### src/rtl/rst_seq_pkg.sv
// ---------------------------------------------------------------------------
// rst_seq_pkg
// Shared definitions for the reset sequencer: FSM state encodings, reset-cause
// codes and a small constant helper used to size counters.
// No ports.
// ---------------------------------------------------------------------------
package rst_seq_pkg;

    typedef logic [1:0] state_t;

    localparam state_t ST_ASSERT  = 2'd0;
    localparam state_t ST_RELEASE = 2'd1;
    localparam state_t ST_RUN     = 2'd2;

    typedef logic [1:0] cause_t;

    localparam cause_t CAUSE_POR  = 2'b00;
    localparam cause_t CAUSE_SW   = 2'b01;
    localparam cause_t CAUSE_EXT  = 2'b10;
    localparam cause_t CAUSE_WDOG = 2'b11;

    function automatic int max_int(input int a, input int b);
        return (a > b) ? a : b;
    endfunction

endpackage

### src/rtl/rst_seq_ctrl_if.sv
// ---------------------------------------------------------------------------
// rst_seq_ctrl_if
// Request/status bundle of the reset sequencer.
//   sw_rst_req  : software reset request (level)
//   ext_rst_req : external/PS reset request (level, already synchronised)
//   wdog_kick   : watchdog service pulse
//   dom_rst     : per-domain active-high resets, bit 0 released first
//   rst_busy    : high while the sequencer is not in RUN
//   seq_done    : one-cycle pulse when a sequence completes
//   rst_cause   : cause of the last sequence (POR/SW/EXT/WDOG)
// master: the requester / consumer side; slave: the sequencer.
// ---------------------------------------------------------------------------
interface rst_seq_ctrl_if
    import rst_seq_pkg::*;
#(
    parameter int NUM_DOM = 4
);

    logic               sw_rst_req;
    logic               ext_rst_req;
    logic               wdog_kick;
    logic [NUM_DOM-1:0] dom_rst;
    logic               rst_busy;
    logic               seq_done;
    cause_t             rst_cause;

    modport master (
        output sw_rst_req, ext_rst_req, wdog_kick,
        input  dom_rst, rst_busy, seq_done, rst_cause
    );

    modport slave (
        input  sw_rst_req, ext_rst_req, wdog_kick,
        output dom_rst, rst_busy, seq_done, rst_cause
    );

endinterface

### src/rtl/rst_seq_wdog.sv
// ---------------------------------------------------------------------------
// rst_seq_wdog
// Watchdog counter for the reset sequencer. Counts only while the sequencer
// is in RUN, clears on a kick, outside RUN and on reset. wdog_expire is high
// while the count sits at WDOG_TIMEOUT-1 with no kick in the same cycle, so a
// kick on the timeout cycle suppresses the reset.
// Only present when RST_SEQ_WDOG_EN is defined.
//   clk_in      : clock
//   rst_in      : synchronous active-high reset
//   run_i       : sequencer is in RUN
//   kick_i      : watchdog service pulse
//   wdog_expire : timeout request to the sequencer
// ---------------------------------------------------------------------------
`ifdef RST_SEQ_WDOG_EN
module rst_seq_wdog #(
    parameter int WDOG_TIMEOUT = 1000000
) (
    input  logic clk_in,
    input  logic rst_in,
    input  logic run_i,
    input  logic kick_i,
    output logic wdog_expire
);

    localparam int                WD_W    = $clog2(WDOG_TIMEOUT + 1);
    localparam logic [WD_W-1:0]   WD_LAST = WD_W'(WDOG_TIMEOUT - 1);

    logic [WD_W-1:0] cnt_q;
    logic            at_last;

    assign at_last     = (cnt_q == WD_LAST);
    assign wdog_expire = run_i && at_last && !kick_i;

    always_ff @(posedge clk_in) begin
        if (rst_in || !run_i || kick_i) begin
            cnt_q <= '0;
        end else if (!at_last) begin
            cnt_q <= cnt_q + 1'b1;
        end
    end

endmodule
`endif

### src/rtl/rst_seq_ctrl.sv
// ---------------------------------------------------------------------------
// rst_seq_ctrl
// Staged per-domain reset sequencer. All domains are asserted together, held
// for HOLD_CYC cycles, then released one at a time in index order, GAP_CYC
// cycles apart. Runtime requests (EXT > WDOG > SW) restart the sequence from
// RUN; EXT also restarts it from RELEASE and stretches the hold in ASSERT.
// Optional watchdog: define RST_SEQ_WDOG_EN to instantiate rst_seq_wdog.
//   clk_in : clock (single domain)
//   rst_in : synchronous active-high reset
//   bus    : rst_seq_ctrl_if.slave request/status bundle
// All outputs are registered.
// ---------------------------------------------------------------------------
module rst_seq_ctrl
    import rst_seq_pkg::*;
#(
    parameter int NUM_DOM      = 4,
    parameter int HOLD_CYC     = 16,
    parameter int GAP_CYC      = 4,
    parameter int WDOG_TIMEOUT = 1000000
) (
    input  logic          clk_in,
    input  logic          rst_in,
    rst_seq_ctrl_if.slave bus
);

    localparam int               CNT_W     = $clog2(max_int(HOLD_CYC, GAP_CYC) + 1);
    localparam int               IDX_W     = $clog2(NUM_DOM) + 1;
    localparam logic [CNT_W-1:0] HOLD_LAST = CNT_W'(HOLD_CYC - 1);
    localparam logic [CNT_W-1:0] GAP_LAST  = CNT_W'(GAP_CYC - 1);
    localparam logic [IDX_W-1:0] IDX_LAST  = IDX_W'(NUM_DOM - 1);

    state_t             state_q,   state_d;
    logic [CNT_W-1:0]   cnt_q,     cnt_d;     // hold count in ASSERT, gap count in RELEASE
    logic [IDX_W-1:0]   idx_q,     idx_d;
    logic [NUM_DOM-1:0] dom_rst_q, dom_rst_d;
    logic               busy_q,    busy_d;
    logic               done_q,    done_d;
    cause_t             cause_q,   cause_d;
    logic               wdog_expire;

`ifdef RST_SEQ_WDOG_EN
    rst_seq_wdog #(
        .WDOG_TIMEOUT (WDOG_TIMEOUT)
    ) u_wdog (
        .clk_in      (clk_in),
        .rst_in      (rst_in),
        .run_i       (state_q == ST_RUN),
        .kick_i      (bus.wdog_kick),
        .wdog_expire (wdog_expire)
    );
`else
    logic unused_wdog;
    assign wdog_expire = 1'b0;
    // The kick input and timeout value have no function without the watchdog.
    assign unused_wdog = bus.wdog_kick | (WDOG_TIMEOUT == 0);
`endif

    // NOTE: every next-state signal takes its current value first, so no path
    // through the case statement leaves one unassigned and no latch is inferred.
    always_comb begin
        state_d   = state_q;
        cnt_d     = cnt_q;
        idx_d     = idx_q;
        dom_rst_d = dom_rst_q;
        busy_d    = busy_q;
        done_d    = 1'b0;
        cause_d   = cause_q;

        case (state_q)
            ST_ASSERT: begin
                dom_rst_d = '1;
                busy_d    = 1'b1;
                if (bus.ext_rst_req) begin
                    cnt_d = '0;          // EXT held keeps the hold window open
                end else if (cnt_q == HOLD_LAST) begin
                    state_d = ST_RELEASE;
                    cnt_d   = '0;
                end else begin
                    cnt_d = cnt_q + 1'b1;
                end
            end

            ST_RELEASE: begin
                if (bus.ext_rst_req) begin
                    state_d   = ST_ASSERT;
                    cnt_d     = '0;
                    idx_d     = '0;
                    dom_rst_d = '1;
                    cause_d   = CAUSE_EXT;
                end else if (cnt_q == GAP_LAST) begin
                    cnt_d     = '0;
                    dom_rst_d = dom_rst_q & ~(NUM_DOM'(1) << idx_q);
                    idx_d     = idx_q + 1'b1;
                    if (idx_q == IDX_LAST) begin
                        state_d = ST_RUN;
                        idx_d   = '0;
                        busy_d  = 1'b0;
                        done_d  = 1'b1;
                    end
                end else begin
                    cnt_d = cnt_q + 1'b1;
                end
            end

            ST_RUN: begin
                dom_rst_d = '0;
                if (bus.ext_rst_req || wdog_expire || bus.sw_rst_req) begin
                    state_d   = ST_ASSERT;
                    cnt_d     = '0;
                    idx_d     = '0;
                    dom_rst_d = '1;
                    busy_d    = 1'b1;
                    if (bus.ext_rst_req) begin
                        cause_d = CAUSE_EXT;
                    end else if (wdog_expire) begin
                        cause_d = CAUSE_WDOG;
                    end else begin
                        cause_d = CAUSE_SW;
                    end
                end
            end

            default: begin
                // Unused encoding: recover by restarting the sequence.
                state_d   = ST_ASSERT;
                cnt_d     = '0;
                idx_d     = '0;
                dom_rst_d = '1;
                busy_d    = 1'b1;
            end
        endcase
    end

    // NOTE: state registers use non-blocking assignments so every flop samples
    // the pre-edge values; the reset is synchronous and checked inside the block.
    always_ff @(posedge clk_in) begin
        if (rst_in) begin
            state_q   <= ST_ASSERT;
            cnt_q     <= '0;
            idx_q     <= '0;
            dom_rst_q <= '1;
            busy_q    <= 1'b1;
            done_q    <= 1'b0;
            cause_q   <= CAUSE_POR;
        end else begin
            state_q   <= state_d;
            cnt_q     <= cnt_d;
            idx_q     <= idx_d;
            dom_rst_q <= dom_rst_d;
            busy_q    <= busy_d;
            done_q    <= done_d;
            cause_q   <= cause_d;
        end
    end

    assign bus.dom_rst   = dom_rst_q;
    assign bus.rst_busy  = busy_q;
    assign bus.seq_done  = done_q;
    assign bus.rst_cause = cause_q;

endmodule
### src/flat_wrapper.sv
// flat-port wrapper written by rule: the top's interface ports become plain ports
module rst_seq_ctrl_flat import rst_seq_pkg::*;
#(
    parameter int NUM_DOM      = 4,
    parameter int HOLD_CYC     = 16,
    parameter int GAP_CYC      = 4,
    parameter int WDOG_TIMEOUT = 1000000
)
  (clk_in, rst_in, bus_sw_rst_req, bus_ext_rst_req, bus_wdog_kick, bus_dom_rst, bus_rst_busy, bus_seq_done, bus_rst_cause);
  rst_seq_ctrl_if #(.NUM_DOM(NUM_DOM)) bus_i ();
  input  logic clk_in;
  input  logic rst_in;
  input wire logic [$bits(bus_i.sw_rst_req)-1:0] bus_sw_rst_req;
  input wire logic [$bits(bus_i.ext_rst_req)-1:0] bus_ext_rst_req;
  input wire logic [$bits(bus_i.wdog_kick)-1:0] bus_wdog_kick;
  output wire logic [$bits(bus_i.dom_rst)-1:0] bus_dom_rst;
  output wire logic [$bits(bus_i.rst_busy)-1:0] bus_rst_busy;
  output wire logic [$bits(bus_i.seq_done)-1:0] bus_seq_done;
  output wire logic [$bits(bus_i.rst_cause)-1:0] bus_rst_cause;
  assign bus_i.sw_rst_req = bus_sw_rst_req;
  assign bus_i.ext_rst_req = bus_ext_rst_req;
  assign bus_i.wdog_kick = bus_wdog_kick;
  assign bus_dom_rst = bus_i.dom_rst;
  assign bus_rst_busy = bus_i.rst_busy;
  assign bus_seq_done = bus_i.seq_done;
  assign bus_rst_cause = bus_i.rst_cause;
  rst_seq_ctrl #(.NUM_DOM(NUM_DOM), .HOLD_CYC(HOLD_CYC), .GAP_CYC(GAP_CYC), .WDOG_TIMEOUT(WDOG_TIMEOUT)) u_core (.clk_in(clk_in), .rst_in(rst_in), .bus(bus_i));
endmodule
### config.mk
export PLATFORM = sky130hd
export DESIGN_NAME = rst_seq_ctrl_flat
export DESIGN_NICKNAME = d
export VERILOG_FILES = /design/src/rtl/rst_seq_pkg.sv /design/src/rtl/rst_seq_ctrl_if.sv /design/src/rtl/rst_seq_wdog.sv /design/src/rtl/rst_seq_ctrl.sv /design/src/flat_wrapper.sv
export SDC_FILE = /design/constraint.sdc
export NUM_CORES = 1
export LEC_CHECK = 0
export BUFFER_PORTS_ARGS = -buffer_cell sky130_fd_sc_hd__buf_2
export CORE_MARGIN = 3
export CORE_UTILIZATION = 59
export CTS_CLUSTER_DIAMETER = 100
export DETAILED_ROUTE_END_ITERATION = 8
export PLACE_DENSITY = 0.79
export SLEW_MARGIN = 10
export SYNTH_ARGS = -nofsm -noshare
export SYNTH_HDL_FRONTEND = slang
export SYNTH_SLANG_ARGS = --single-unit
### constraint.sdc
create_clock -name clk_in -period 4.4 [get_ports clk_in]
set_clock_uncertainty 0.15 [all_clocks]
set_input_delay 0.44 -clock clk_in [delete_from_list [all_inputs] [get_ports clk_in]]
set_output_delay 0.44 -clock clk_in [all_outputs]
set_load 0.05 [all_outputs]
==> results of run 1 <==
through the flow:
step | total power [mW] | worst slack (ps)
2_1_floorplan | 0.175 | 2580
3_3_place_gp | 0.178 | 2420
3_5_place_dp | 0.178 | 2360
4_1_cts | 0.258 | 2330
5_1_grt | 0.267 | 2170
6_report | 0.256 | 2350
path summary, 6_finish.rpt:
kind / startpoint / cells after the start / slack (ps) / endpoint
min reg2reg: u_core.bus.rst_busy / 2 / 310 / u_core.bus.rst_busy
max: u_core.state_q[0] / 6 / 2350 / u_core.state_q[0]
max reg2reg: u_core.state_q[0] / 6 / 2350 / u_core.state_q[0]
min: u_core.bus.rst_busy / 2 / 310 / u_core.bus.rst_busy
layout by cell type (no fill, tap or decap):
| cell type | instances |
|---|---|
| mux2i_1 | 3 |
| nand2_1 | 10 |
| nand2b_1 | 5 |
| a211oi_1 | 2 |
| clkbuf_4 | 3 |
| nor4bb_1 | 1 |
| o21ai_0 | 7 |
| o31ai_1 | 1 |
| a32o_1 | 1 |
| nor3b_1 | 1 |
| or4b_4 | 1 |
| ha_1 | 10 |
| nor3_1 | 5 |
| buf_2 | 11 |
| a31oi_1 | 1 |
| o211ai_1 | 2 |
| nor4b_2 | 1 |
| dfxtp_1 | 18 |
| and2_2 | 1 |
| nor2_1 | 11 |
| a21oi_1 | 7 |
| nand3_1 | 2 |
| o22ai_1 | 2 |
| a21boi_0 | 3 |
| a211oi_4 | 1 |
| and4bb_2 | 1 |
| inv_1 | 9 |
| and2_1 | 1 |
| nor3b_2 | 1 |
| a22o_1 | 1 |
| nor2b_1 | 5 |
critical path, delay by kind of cell (launching register included):
kind	cells	cell delay (ps)
AO/OA/AOI/OAI	2	350
adder cells (fa/ha/maj)	1	230
buffers and inverters	1	90
flip-flops	1	340
multiplexers	1	200
AND/OR/NAND/NOR	1	630
cells by family after synthesis:
logic type,Yosys count
AO/OA/AOI/OAI,28
flip-flops,18
AND/OR/NAND/NOR,46
multiplexers,3
buffers and inverters,13
adder cells (fa/ha/maj),10
layer usage:
layer,part of all wire [%],routed length (microns)
met3,2.8,57
met1,47,938
met5,0,0
met2,49,978
met4,1.6,32
layout make-up:
class                           count  share of cell area, %
Timing Repair Buffer               11                   5.02
Inverter                            9                   3.08
Clock buffer                        3                   2.05
Sequential cell                    18                   32.9
Tap cell                           16                   1.83
Multi-Input combinational cell     87                   55.1
cells in the mapped netlist (3+ instances only):
library cell | instances | area (sq um)
ha_1 | 10 | 125
nand2b_1 | 5 | 31.3
mux2i_1 | 3 | 30.0
a21oi_1 | 7 | 35.0
nor2b_1 | 5 | 31.3
nor3_1 | 5 | 25.0
nand2_1 | 10 | 37.5
inv_1 | 9 | 33.8
a21boi_0 | 3 | 22.5
dfxtp_1 | 18 | 360
nor2_1 | 11 | 41.3
o21ai_0 | 7 | 35.0
power groups by stage:
stage	Clock, mW	Sequential, mW	Combinational [mW]
3_3_place_gp	0	0.168	0.00973
5_1_grt	0.0911	0.165	0.0114
6_report	0.0814	0.164	0.0103
4_1_cts	0.0834	0.164	0.0102
2_1_floorplan	0	0.168	0.00692
3_5_place_dp	0	0.168	0.0101
sequential cells by signal, indices dropped and copies added (netlist names):
signal	flops
u_core.bus.seq_done	1
u_core.bus.rst_cause	2
u_core.bus.dom_rst	4
u_core.idx_q	3
u_core.state_q	2
u_core.cnt_q	5
u_core.bus.rst_busy	1
==> results.json, run 1 <==
{
  "outcome": "finished, final reports clean",
  "timing.final.crit_period_ps": 2050,
  "p_int_uw": 200,
  "hold_path.class": "flip-flop to flip-flop",
  "grt_setup_unrepaired": "false",
  "p_leak_nw": 0.423,
  "grt-ovfl-total": 0,
  "slew_headroom_pct": 51.9,
  "tightest_slew_ps": 718,
  "fillCellCount": 124,
  "crit_type": "flip-flop to flip-flop",
  "synth_edf_count": 0,
  "fmax_ghz": 0.488,
  "fin_cells": 144,
  "utilization_pct": 70.3,
  "dr.pass1.iters": 4,
  "netlist_area_sq_mm": 0.00102,
  "switching_share_pct": 22.1,
  "cp_max_fo": 11,
  "finalSetupViolations": 0,
  "required_ps": 4480,
  "multi_input_comb_area_sq_um": 604,
  "slew_viol_final": 0,
  "routed_wl_mm": 2.01,
  "path_cells": "inv_1 > ha_1 > nor3b_2 > a21oi_1 > o211ai_1 > mux2i_1",
  "root_buffer": "clkbuf_4",
  "grt_pass1_wl_mm": 3.37,
  "ant_nets": 0,
  "wl_per_cell_microns": 13.9,
  "post_cts_buffers": 0,
  "die_h_microns": 47.5,
  "cts_max_level": 1,
  "synth_top_family_by_area": "simple AND/OR/NAND/NOR gates",
  "rows": 14,
  "grt.busiest_layer": "met2",
  "ctsResizeCount": 0,
  "async_flop_share_pct": 0,
  "combPwrFrac_pct": 4.0,
  "portBuffers": 11,
  "n_antenna_cell": 0,
  "met1_usage_pct": 25.6,
  "seq_power_share_pct": 64.2,
  "ioPinCount": 13,
  "synth-adder-area-share_pct": 12.3,
  "dpl_cell_area_sq_mm": 0.00107,
  "use_met2_pct": 36.1,
  "clock-sinks": 18,
  "vias": 834,
  "synth_flop_cell": "dfxtp_1",
  "cts.clk_slew.worst_paths_ps": 100,
  "grt_max_degree": 16,
  "final_nets": 145,
  "end_kind": "flip-flop",
  "fin_crit_sh_pct": 46.5,
  "ir_drop_mv": 0.197,
  "p_sw_uw": 56.5,
  "via_per_inst": 5.79,
  "grt_use_total_pct": 21.3,
  "drive_above_1_share_pct": 15.6,
  "synth_mux_area_share_pct": 2.96,
  "dp.cells": 141,
  "cts_buffers": 3,
  "cts_tree": "done",
  "ys_ff_latch": 18,
  "drc": 0,
  "synth-xor-area-share_pct": 0,
  "ys_warn_count": 0,
  "cp_slowest_cell": "nor3b_2",
  "clockBufferDepth": 2,
  "design_area_sq_mm": 0.00110,
  "synthCells": 118,
  "start_util_pct": 65.2,
  "synth_compound_area_share_pct": 18.5,
  "syn_to_final_growth_pct": 7.88,
  "antenna_found_initial": 0,
  "place.gp.congestion": 0.716,
  "maxCapViolations": 0,
  "cp.arrival_ps": 2130,
  "drt-initial-drc-count": 9,
  "syn-mean-instance-area_sq_um": 8.61,
  "yosysSeqAreaShare_pct": 35.5,
  "place_hpwl_mm": 1.53,
  "core_area_sq_mm": 0.00156,
  "yosys.area_share.simple_pct": 25.7,
  "setup_tns_ps": 0,
  "crit_path_start_kind": "flip-flop",
  "synth.distinct_cells": 31,
  "seq_area_sq_um": 360,
  "first_global_vias": 778,
  "die_w_microns": 47.5,
  "power_frac_clock_pct": 31.8,
  "met3_usage_pct": 4.51,
  "syn-num-nets": 133,
  "dieArea_sq_mm": 0.00226,
  "hold_buffers": 0,
  "powerDensity_mw_per_mm2": 234,
  "final_hold_viol_count": 0,
  "holdWs_ps": 310,
  "critPathMaxStageDelay_ps": 630,
  "clk_latency_ps": 300
}
No activity file was read; power rests on OpenSTA's default activity.
==> run 2: changes to the inputs <==
ABC_AREA = 1   (was unset)
CORE_UTILIZATION = 51   (was 59)
PLACE_DENSITY = 0.72   (was 0.79)
clock period = 1.8 ns   (was 4.4 ns; I/O delays follow)
==> results.json, run 2 <==
{
  "grt_pass1_wl_mm": 3.64,
  "fin_ws_ps": 163,
  "post_cts_buffers": 0,
  "ys_ff_latch": 18,
  "yosysTopAreaCellShare_pct": 32.7,
  "maxCapViolations": 0,
  "critPathMaxStageDelay_ps": 370,
  "drive_above_1_share_pct": 27.6,
  "syn-mean-instance-area_sq_um": 7.46,
  "dp_slack_ps": 99.0,
  "powerDensity_mw_per_mm2": 559,
  "antenna_found_initial": 0,
  "hold_buffers": 0,
  "start_util_pct": 55.1,
  "ioPinCount": 13,
  "syn-num-nets": 163,
  "drt-initial-drc-count": 12,
  "netlist_area_sq_mm": 0.00110,
  "cp_num_buf_inv": 2,
  "root_buffer": "clkbuf_4",
  "final_cell_mix": "nand2_1 (27), inv_1 (18), dfxtp_1 (17)",
  "p_leak_nw": 0.541,
  "cts.clk_slew.worst_paths_ps": 110,
  "routed_wl_mm": 2.03,
  "grt_use_total_pct": 17.4,
  "path_cells": "ha_2 > nand2_1 > nor2_2 > ha_1 > inv_1 > nand2_1 > nand2_1 > inv_1 > nand3_2 > nor2_2 > nor2_1 > nor2_1",
  "crit_type": "flip-flop to flip-flop",
  "portBuffers": 11,
  "timing.final.crit_period_ps": 1640,
  "yosysSeqAreaShare_pct": 32.7,
  "clock-sinks": 18,
  "wl_per_cell_microns": 10.7,
  "ctsResizeCount": 0,
  "ys_warn_count": 0,
  "rows": 16,
  "synthCells": 148,
  "utilization_pct": 61.9,
  "largest_register_ffs": 5,
  "cts_max_level": 1,
  "required_ps": 1890,
  "dieArea_sq_mm": 0.00276,
  "slew_headroom_pct": 79.8,
  "outcome": "finished, final reports clean",
  "place.gp.congestion": 0.787,
  "drc": 0,
  "crit_path_start_kind": "flip-flop",
  "first_global_vias": 916,
  "n_antenna_cell": 0,
  "cts_tree": "done",
  "yosys-top-cells-count": "nand2_1 (27), dfxtp_1 (18), inv_1 (18)",
  "vias": 972,
  "ant_nets": 0,
  "regMostFlops": "u_core.cnt_q",
  "setup_tns_ps": 0,
  "synth.distinct_cells": 23,
  "yosys.area.top_type": "dfxtp_1",
  "async_flop_share_pct": 0,
  "finalSetupViolations": 0,
  "fmax_ghz": 0.611,
  "slew_viol_final": 0,
  "end_kind": "flip-flop",
  "syn_to_final_growth_pct": 12.2,
  "cp.arrival_ps": 1730,
  "final_nets": 179,
  "ir_drop_mv": 0.457,
  "mostFrequentLayoutCell": "nand2_1",
  "synth_flop_cell": "dfxtp_1",
  "clk_latency_ps": 290,
  "cpMostUsedCell": "nand2_1",
  "cts_buffers": 3,
  "cp_max_fo": 3,
  "yosys.cell_count.top_type": "nand2_1",
  "synth_area_leaders": "dfxtp_1 (33%), ha_1 (11%), nand2_1 (9.2%)",
  "core_area_sq_mm": 0.00200,
  "die_h_microns": 52.5,
  "fin_crit_sh_pct": 91.0,
  "place_hpwl_mm": 1.61,
  "tightest_slew_ps": 302,
  "cp_slowest_cell": "dfxtp_1",
  "grt_max_degree": 12,
  "die_w_microns": 52.5,
  "clockBufferDepth": 2,
  "final_hold_viol_count": 0,
  "hold_path.class": "primary input to flip-flop",
  "cp_top_family": "simple AND/OR/NAND/NOR gates",
  "dr.pass1.iters": 4,
  "synth_edf_count": 0,
  "grt-ovfl-total": 0,
  "via_per_inst": 5.12,
  "grt_setup_unrepaired": "false"
}
## run 2: cell types whose count changed in the layout (fill, tap and decap cells not counted), moves of 4 or more
cell,before,now
nand2b_1,5,0
nor2b_1,5,0
nand2_1,10,27
nor2_1,11,15
a21oi_2,0,4
nand2_2,0,4
nor2_4,0,4
a21oi_1,7,11
inv_1,9,18
nor2_2,0,5
## run 2: cell families after synthesis
family	count (synthesis)	synth area share, %
simple gates	72	35.0
compound gates	25	12.9
buf+inv	23	8.05
flops	18	32.7
fa+ha+maj	10	11.3
## run 2: path summary, 6_finish.rpt
check / startpoint / to / slack, ps / depth (start not counted)
max: u_core.cnt_q[0] / u_core.state_q[0] / 160 / 12
min: rst_in / u_core.cnt_q[1] / 40 / 2
max reg2reg: u_core.cnt_q[0] / u_core.state_q[0] / 160 / 12
min reg2reg: u_core.bus.rst_busy / u_core.bus.rst_busy / 300 / 2
## run 2: layer usage
| layer | vias up | wire [microns] | global-route usage (%) |
|---|---|---|---|
| li1 | 507 | - | - |
| met1 | 445 | 866 | 19.5 |
| met2 | 16 | 1060 | 32.6 |
| met3 | 4 | 84 | 2.56 |
| met4 | 0 | 23 | 6.38 |
| met5 | - | 0 | 0 |
## run 2: stage by stage
| step | hold WS (ps) | total power [mW] | cell area (sq um) | cells |
|---|---|---|---|---|
| 6_report | 41.2 | 0.693 | 1240 | 190 |
| 5_1_grt | 51.2 | 0.716 | 1240 | 190 |
| 4_1_cts | 47.4 | 0.696 | 1230 | 190 |
| 3_5_place_dp | 288 | 0.449 | 1200 | 186 |
| 3_3_place_gp | 274 | 0.448 | 1200 | 186 |
| 2_1_floorplan | 223 | 0.436 | 1100 | 148 |
## run 2: layout make-up
| type | count | area (sq um) |
|---|---|---|
| timing repair buffer | 12 | 62.6 |
| tap | 27 | 33.8 |
| clock buffer | 4 | 36.3 |
| sequential | 18 | 362 |
| fill | 197 | 763 |
| inverter | 22 | 85.1 |
| multi-input combinational | 107 | 659 |
## run 2: worst reg2reg max path: stages (launching register included)
cell and delay (ps):
dfxtp_1 370, ha_2 200, nand2_1 70, nor2_2 110, ha_1 150, inv_1 50, nand2_1 50, nand2_1 70
inv_1 70, nand3_2 60, nor2_2 110, nor2_1 50, nor2_1 90
## run 2: power by group
part           internal [mW]  switching, mW
logic                 0.0130         0.0235
clock network          0.123          0.129
registers              0.401        0.00260
